$ cat src/rtl/uart_tx_arbiter.sv
// Round-robin arbiter that merges P_CH_NUM byte streams into one uart_tx user port.
// A grant is held for a whole packet (until last) or P_MAX_BURST bytes, whichever
// comes first. A single output register feeds the UART.

// Per-channel slice: gates the channel's request by its grant bit so that the top
// level can OR-reduce all lanes into the granted channel's view.
module uart_tx_arb_lane #(
    parameter int W = 8
) (
    input  logic         grant,
    input  logic         xfer_free,
    input  logic [W-1:0] req_data,
    input  logic         req_valid,
    input  logic         req_last,
    output logic         req_ready,
    output logic [W-1:0] sel_data,
    output logic         sel_valid,
    output logic         sel_last
);
    assign req_ready = grant & xfer_free;
    assign sel_data  = grant ? req_data : '0;
    assign sel_valid = grant & req_valid;
    assign sel_last  = grant & req_last;
endmodule

module uart_tx_arbiter #(
    parameter int P_UART_DATA_WIDTH = 8,
    parameter int P_CH_NUM          = 4,
    parameter int P_MAX_BURST       = 16
) (
    input  logic                                  i_clk,
    input  logic                                  i_rst,
    input  logic [P_CH_NUM*P_UART_DATA_WIDTH-1:0] i_req_data,
    input  logic [P_CH_NUM-1:0]                   i_req_valid,
    input  logic [P_CH_NUM-1:0]                   i_req_last,
    output logic [P_CH_NUM-1:0]                   o_req_ready,
    output logic [P_UART_DATA_WIDTH-1:0]          o_tx_data,
    output logic                                  o_tx_valid,
    input  logic                                  i_tx_ready,
    output logic [P_CH_NUM-1:0]                   o_grant,
    output logic                                  o_busy
);
    localparam int W  = P_UART_DATA_WIDTH;
    localparam int IW = $clog2(P_CH_NUM);
    localparam int CW = $clog2(P_MAX_BURST + 1);

    typedef enum logic {IDLE, XFER} state_t;

    state_t                       state_q, state_d;
    logic [IW-1:0]                rr_ptr_q, gnt_idx_q, sel_idx;
    logic                         sel_found;
    logic [CW-1:0]                cnt_q, cnt_inc;
    logic                         stage_free, xfer_free, acc, pkt_end;
    logic [P_CH_NUM-1:0]          lane_valid, lane_last;
    logic [P_CH_NUM-1:0][W-1:0]   lane_data;
    logic [W-1:0]                 g_data;
    logic                         g_valid, g_last;

    // Output register can take a new byte when empty or being drained this cycle.
    assign stage_free = !o_tx_valid || i_tx_ready;
    assign xfer_free  = (state_q == XFER) && stage_free;

    for (genvar k = 0; k < P_CH_NUM; k++) begin : g_lane
        uart_tx_arb_lane #(.W(W)) u_lane (
            .grant     (o_grant[k]),
            .xfer_free (xfer_free),
            .req_data  (i_req_data[k*W +: W]),
            .req_valid (i_req_valid[k]),
            .req_last  (i_req_last[k]),
            .req_ready (o_req_ready[k]),
            .sel_data  (lane_data[k]),
            .sel_valid (lane_valid[k]),
            .sel_last  (lane_last[k])
        );
    end

    // Collapse the one-hot-gated lanes into the granted channel's signals.
    always_comb begin
        g_data = '0;
        for (int k = 0; k < P_CH_NUM; k++) g_data = g_data | lane_data[k];
        g_valid = |lane_valid;
        g_last  = |lane_last;
    end

    assign acc     = xfer_free && g_valid;
    assign cnt_inc = cnt_q + CW'(1);
    assign pkt_end = acc && (g_last || (cnt_inc == CW'(P_MAX_BURST)));

    // Round-robin search: first valid channel at or above rr_ptr, wrapping.
    always_comb begin
        int cand;
        sel_found = 1'b0;
        sel_idx   = '0;
        cand      = 0;
        for (int i = 0; i < P_CH_NUM; i++) begin
            cand = int'(rr_ptr_q) + i;
            if (cand >= P_CH_NUM) cand = cand - P_CH_NUM;
            if (!sel_found && i_req_valid[cand]) begin
                sel_found = 1'b1;
                sel_idx   = IW'(cand);
            end
        end
    end

    // Next-state: arbitrate in IDLE, leave XFER at packet end or burst cap.
    always_comb begin
        state_d = state_q;
        case (state_q)
            IDLE:    if (sel_found) state_d = XFER;
            XFER:    if (pkt_end)   state_d = IDLE;
            default: state_d = IDLE;
        endcase
    end

    // State register.
    always_ff @(posedge i_clk or negedge i_rst) begin
        if (!i_rst) state_q <= IDLE;
        else        state_q <= state_d;
    end

    // Grant, round-robin pointer and burst counter.
    always_ff @(posedge i_clk or negedge i_rst) begin
        if (!i_rst) begin
            o_grant   <= '0;
            gnt_idx_q <= '0;
            rr_ptr_q  <= '0;
            cnt_q     <= '0;
        end else if (state_q == IDLE) begin
            if (sel_found) begin
                o_grant   <= P_CH_NUM'(1) << sel_idx;
                gnt_idx_q <= sel_idx;
                cnt_q     <= '0;
            end
        end else begin
            if (acc && (cnt_q != CW'(P_MAX_BURST))) cnt_q <= cnt_inc;
            if (pkt_end) begin
                o_grant  <= '0;
                rr_ptr_q <= (gnt_idx_q == IW'(P_CH_NUM - 1)) ? '0 : gnt_idx_q + IW'(1);
            end
        end
    end

    // Output stage: load on accept, drain when the UART takes the byte, else hold.
    always_ff @(posedge i_clk or negedge i_rst) begin
        if (!i_rst) begin
            o_tx_data  <= '0;
            o_tx_valid <= 1'b0;
        end else if (acc) begin
            o_tx_data  <= g_data;
            o_tx_valid <= 1'b1;
        end else if (i_tx_ready) begin
            o_tx_valid <= 1'b0;
        end
    end

    assign o_busy = (state_q != IDLE) || o_tx_valid;
endmodule

$ cat config.mk
export PLATFORM = sky130hd
export DESIGN_NAME = uart_tx_arbiter
export DESIGN_NICKNAME = d
export VERILOG_FILES = /design/src/rtl/uart_tx_arbiter.sv
export SDC_FILE = /design/constraint.sdc
export NUM_CORES = 1
export LEC_CHECK = 0
export CAP_MARGIN = 15
export CORE_ASPECT_RATIO = 0.7
export CORE_MARGIN = 4
export CORE_UTILIZATION = 37
export CTS_CLUSTER_SIZE = 10
export DETAILED_ROUTE_END_ITERATION = 12
export GPL_TIMING_DRIVEN = 1
export PLACE_DENSITY = 0.75
export REMOVE_ABC_BUFFERS = 1
export SLEW_MARGIN = 40
export SYNTH_ARGS = -nofsm -noshare
export SYNTH_HDL_FRONTEND = slang
export SYNTH_SLANG_ARGS = --single-unit
$ cat constraint.sdc
create_clock -name i_clk -period 1.6 [get_ports i_clk]
set_clock_uncertainty 0.2 [all_clocks]
set_input_delay 0.32 -clock i_clk [delete_from_list [all_inputs] [get_ports i_clk]]
set_output_delay 0.32 -clock i_clk [all_outputs]
set_load 0.02 [all_outputs]
Yosys cells after proc, flatten, opt, wreduce, memory -nomap -nowiden
Index checks and enable logic that the tools add are counted. W data, S select, Z words.

Flip-flop bits (word level): 23. Input port bits: 43. Output and inout port bits: 18. Word-level logic and storage cells: 108.

$add $sub $neg: 9. $lt $le $gt $ge: 8. Equality and inequality tests: 5. Shifts and indexed selects: 1. Multiplexer cells: 40. Bitwise logic cells: 16. Reduce and logical (&&, ||, !) cells: 22.

Operators with widths (count): $lt A32 B4 Y1 const B (4); $mux W32 (4); $mux W8 (4); $or A8 B8 Y8 (3); $mux W1 (16); $mux W5 (3); $and A1 B1 Y1 (12); $mux W4 (3); $sub A3 B3 Y4 const B (3); $mux W2 (5); $ge A3 B3 Y1 const B (3); $bmux W1 S2 (4); $reduce_and A2 Y1 (4); $reduce_or A4 Y1 (2); $logic_and A1 B1 Y1 (7); $add A2 B2 Y3 const B (2); $add A5 B1 Y5 const B (1); $eq A5 B5 Y1 const B (1); $ne A5 B5 Y1 const B (1); $logic_not A1 Y1 (4); $ne A2 B1 Y1 const B (2); $reduce_bool A2 Y1 (2); $shl A1 B2 Y4 const A (1); $sub A2 B3 Y4 const B (1); other kinds (7) (9).

Longest topological paths before layout
Depth in word-level cells: 18. Depth in mapped cells: 5. Gate-level depth less buffers: 5.

Modules after synthesis
A second synthesis with hierarchy kept.

Cells, all modules: 167. Area total of the unflattened synthesis: 1508.9 um2.

By module, submodules not included: uart_tx_arbiter (instances 1, cells an instance 119, area each 1188.6 um2, seq. area each 575.6 um2); uart_tx_arb_lane (instances 4, cells an instance 12, area each 80.1 um2, seq. area each 0.0 um2).

Worst setup path after synthesis
No wires, ideal clock.

Path kind: reg2reg. Start: register cnt_q[0]. End: register rr_ptr_q[1]. Library setup time: 0.125 ns. Arrival: 1.456 ns. Required time: 1.275 ns. Setup slack: -0.181 ns. Stages on the path, launching flop included: 6. Buffers on the path: 0. Cells stage by stage: dfrtp_1 > inv_1 > nor4b_1 > o211ai_1 > a31oi_4 > mux2_4.

Word-level cells in the longest chain between the ends: 5.

Ends and longest elaborated chain: start: declaration (line 52) `logic [CW-1:0] cnt_q, cnt_inc;`; start signal: assignment (line 135) `if (acc && (cnt_q != CW'(P_MAX_BURST))) cnt_q <= cnt_inc;`; $add A5 B1 Y5 (line 86) `assign cnt_inc = cnt_q + CW'(1);`; $eq A5 B5 Y1 (line 87) `assign pkt_end = acc && (g_last || (cnt_inc == CW'(P_MAX_BURST)));`; $logic_or A1 B1 Y1 (line 87); $logic_and A1 B1 Y1 (line 87); $reduce_and A2 Y1 (no line); end signal: assignment (line 138) `rr_ptr_q <= (gnt_idx_q == IW'(P_CH_NUM - 1)) ? '0 : gnt_idx_q + IW'(1);`; end: declaration (line 50) `logic [IW-1:0] rr_ptr_q, gnt_idx_q, sel_idx;`.

Every way passes these cells. A chain may end at the register's enable or synchronous reset.

Worst setup path after layout
Start: register cnt_q[4]. End: register o_grant[0].

Word-level cells in the longest chain between the ends: 6.

Ends and longest elaborated chain: $add A5 B1 Y5 (line 86); $eq A5 B5 Y1 (line 87); $logic_or A1 B1 Y1 (line 87); $logic_and A1 B1 Y1 (line 87); $ne A2 B1 Y1 (no line); $reduce_and A2 Y1 (no line); end signal: assignment (line 130) `o_grant <= P_CH_NUM'(1) << sel_idx;`; end: declaration (line 40) `output logic [P_CH_NUM-1:0] o_grant,`.

Every way passes these cells.

==> impl_metrics.yaml <==
sta:
  setup_viol: 24
  fmax_ghz: 0.5599
  setup_ws_ps: -186.0
  slew-limit-headroom: 0.7301
  finalHoldWorstSlack_ps: 223.2
  hold_viol: 0
  fin_crit_sh: 1.116
  slew_viol_final: 0
  finalCriticalPeriod_ps: 1786
  rsz0062_at_grt: "yes"
  worst-slew-pin-transition_ps: 404.9
  tns_ps: -2131
synthesis:
  ys.flop_type: "dfrtp_1"
  yosysSeqAreaShare: 0.4244
  synthCells: 140
  yosysWarnings: 0
  async_flop_share: 1.000
  ys_ff_latch: 23
  netlist_area_um2: 1356
  synth-edff-count: 0
  syn_area_per_cell_um2: 9.688
  ys_types: 36
clock_network:
  clk_pin_slew_worst_paths_ps: 70
  clk_path_buf_depth: 2
  clock_latency_ps: 260
  cts_tree: "done"
  cts_sinks: 23
  htree_levels: 1
  cts-root-buf: "clkbuf_8"
  numCtsBuffers: 3
final_layout:
  diodes: 0
  final_nets: 279
  drive_above_1_share: 0.4353
  syn_to_final_growth_pct: 89.76
  design_area_um2: 2574
floorplanning:
  initial_core_util: 0.3836
  die_y_um: 58.66
  io_pins: 61
  dieArea_um2: 4714
  num_rows: 18
  die_x_um: 80.37
  core_um2: 3536
routing:
  num_vias: 1484
  dr.pass1.iters: 4
  dr_wl_met2_mm: 2.459
  wl_met1_mm: 1.986
  drt-total-wl_mm: 4.888
  met3_length_um: 383
  drc: 0
  highest_layer: "met4"
  viasPerCell: 5.262
  ant_nets: 0
  drt_iter0_markers: 40
  wire_per_inst_um: 17.33
global_routing:
  grt_max_degree: 24
  grt_overflow_total: 0
  track_usage: 0.1918
  grt_pass1_wl_mm: 7.003
  antenna_found_initial: 0
  grt_pass1_vias: 1504
critical_path:
  end_kind: "register"
  reg2reg_setup_slack_ps: -190
  crit_arrival_ps: 1770
  critPathKind: "reg2reg"
  cp_max_fo: 4
  required_ps: 1580
  worst_setup_path_start_kind: "register"
placement:
  hpwlAfterDp_mm: 3.402
  placed_cell_area_um2: 2200
  dpl_worst_slack_ps: -659.3
  port_buffers: 60
  place_congestion: 0.7415
power:
  leakagePower_nw: 1.171
  powerDensity_nw_per_um2: 421.6
  p_int_w: 0.0008623
  power_frac_clock: 0.324
  p_sw_frac: 0.2052
  power_switching_w: 0.0002227
  power_frac_seq: 0.535
  combinationalPowerShare: 0.141
  ir_worst_vdd_uv: 367.3
outcome:
  violations: "setup timing"
  outcome: "complete, but fails checks"
run:
  maxCapViolations: 0
worst_hold_path:
  hold_path.class: "in2async"
-- flip-flops by register name, summed over array words and instances, names as in the netlist --
| signal | cells |
|---|---|
| o_tx_valid | 1 |
| o_tx_data | 8 |
| rr_ptr_q | 2 |
| state_q | 1 |
| cnt_q | 5 |
| o_grant | 4 |
| gnt_idx_q | 2 |
-- layer usage --
layer / track usage / vias to the layer above
met2: 0.3538 / 49
met3: 0.05352 / 7
met5: 0 / -
met4: 0.03614 / 0
li1: - / 707
met1: 0.2256 / 721
-- power groups by stage --
stage	clock, W	sequential, W	combinational (W)
6_report	0.000351	0.000581	0.000153
5_1_grt	0.000389	0.000581	0.000162
4_1_cts	0.000365	0.000581	0.000150
3_5_place_dp	0	0.000592	0.000146
3_3_place_gp	0	0.000592	0.000144
2_1_floorplan	0	0.000592	0.00000957
-- placed cells by master, fill, tap and decap left out, types with 7 or more instances in the layout --
cell type / instances
buf_4: 33
a22o_1: 10
dfrtp_1: 22
a221oi_2: 7
buf_6: 11
clkdlybuf4s50_1: 37
o21ai_2: 10
nand2_4: 7
nand3_1: 7
dlygate4sd2_1: 13
-- cell usage after synthesis (2+ instances only) --
cell | n | area [um2]
a21oi_1 | 3 | 15.01
a221oi_1 | 8 | 70.07
a22o_1 | 10 | 87.58
a22oi_1 | 2 | 15.01
and3_1 | 4 | 25.02
buf_4 | 8 | 60.06
clkbuf_1 | 6 | 22.52
dfrtp_1 | 23 | 575.6
ha_1 | 3 | 37.54
inv_1 | 7 | 26.28
mux2_4 | 2 | 30.03
nand2_1 | 15 | 56.30
nand2b_1 | 2 | 12.51
nand3_1 | 7 | 35.03
nor2_1 | 2 | 7.510
o21ai_0 | 14 | 70.07
o22ai_1 | 3 | 18.77
o2bb2ai_1 | 2 | 17.52
xor2_1 | 2 | 17.52
-- final cells by class --
class,count,area (um2)
Fill cell,248,962.2
Clock buffer,4,45.04
Tap cell,50,62.56
Timing Repair Buffer,103,973.4
Inverter,7,26.28
Multi-Input combinational cell,95,889.6
Sequential cell,23,576.8
-- through the flow --
stage | instances | total power (W) | utilization
6_report | 282 | 0.001085 | 0.7279
5_1_grt | 282 | 0.001131 | 0.7279
3_3_place_gp | 269 | 0.0007361 | 0.6221
4_1_cts | 276 | 0.001096 | 0.6674
3_5_place_dp | 269 | 0.0007379 | 0.6221
2_1_floorplan | 125 | 0.0006020 | -
-- worst max-delay path, cell delays in order, from the launching register on --
cell and delay (ps):
dfrtp_1 410, nor2b_2 170, a21boi_1 120, o211ai_1 260
a31oi_4 170, buf_4 180, o22ai_1 180
-- worst paths after layout --
path	start	end	depth (start not counted)
setup / recovery	cnt_q[4]	o_grant[0]	6
hold / removal	i_rst	o_tx_data[7]	2
setup reg to reg	cnt_q[4]	o_grant[0]	6
hold reg to reg	o_tx_data[4]	o_tx_data[4]	2
max in group asynchronous	i_rst	state_q	2
min in group i_clk	o_tx_data[4]	o_tx_data[4]	2
-- cell families (layout without fill, tap and decap cells) --
family          after synthesis  in the layout  synth area share
flops                        23             23            0.4244
xor+xnor                      2              2           0.01292
simple gates                 35             35            0.1273
buf+inv                      22            114           0.08395
compound gates               52             52            0.2943
fa+ha+maj                     3              3           0.02768
mux                           3              3           0.02952
-- timing repair --
item	4_1_cts	5_1_grt
pin swaps	9	15
gates resized for setup	90	43
gates cloned	0	2
buffers inserted	3	4
setup endpoints to repair	41	28
hold endpoints to repair	0	0
hold buffers	0	0
Power figures use the tool's default switching activity.
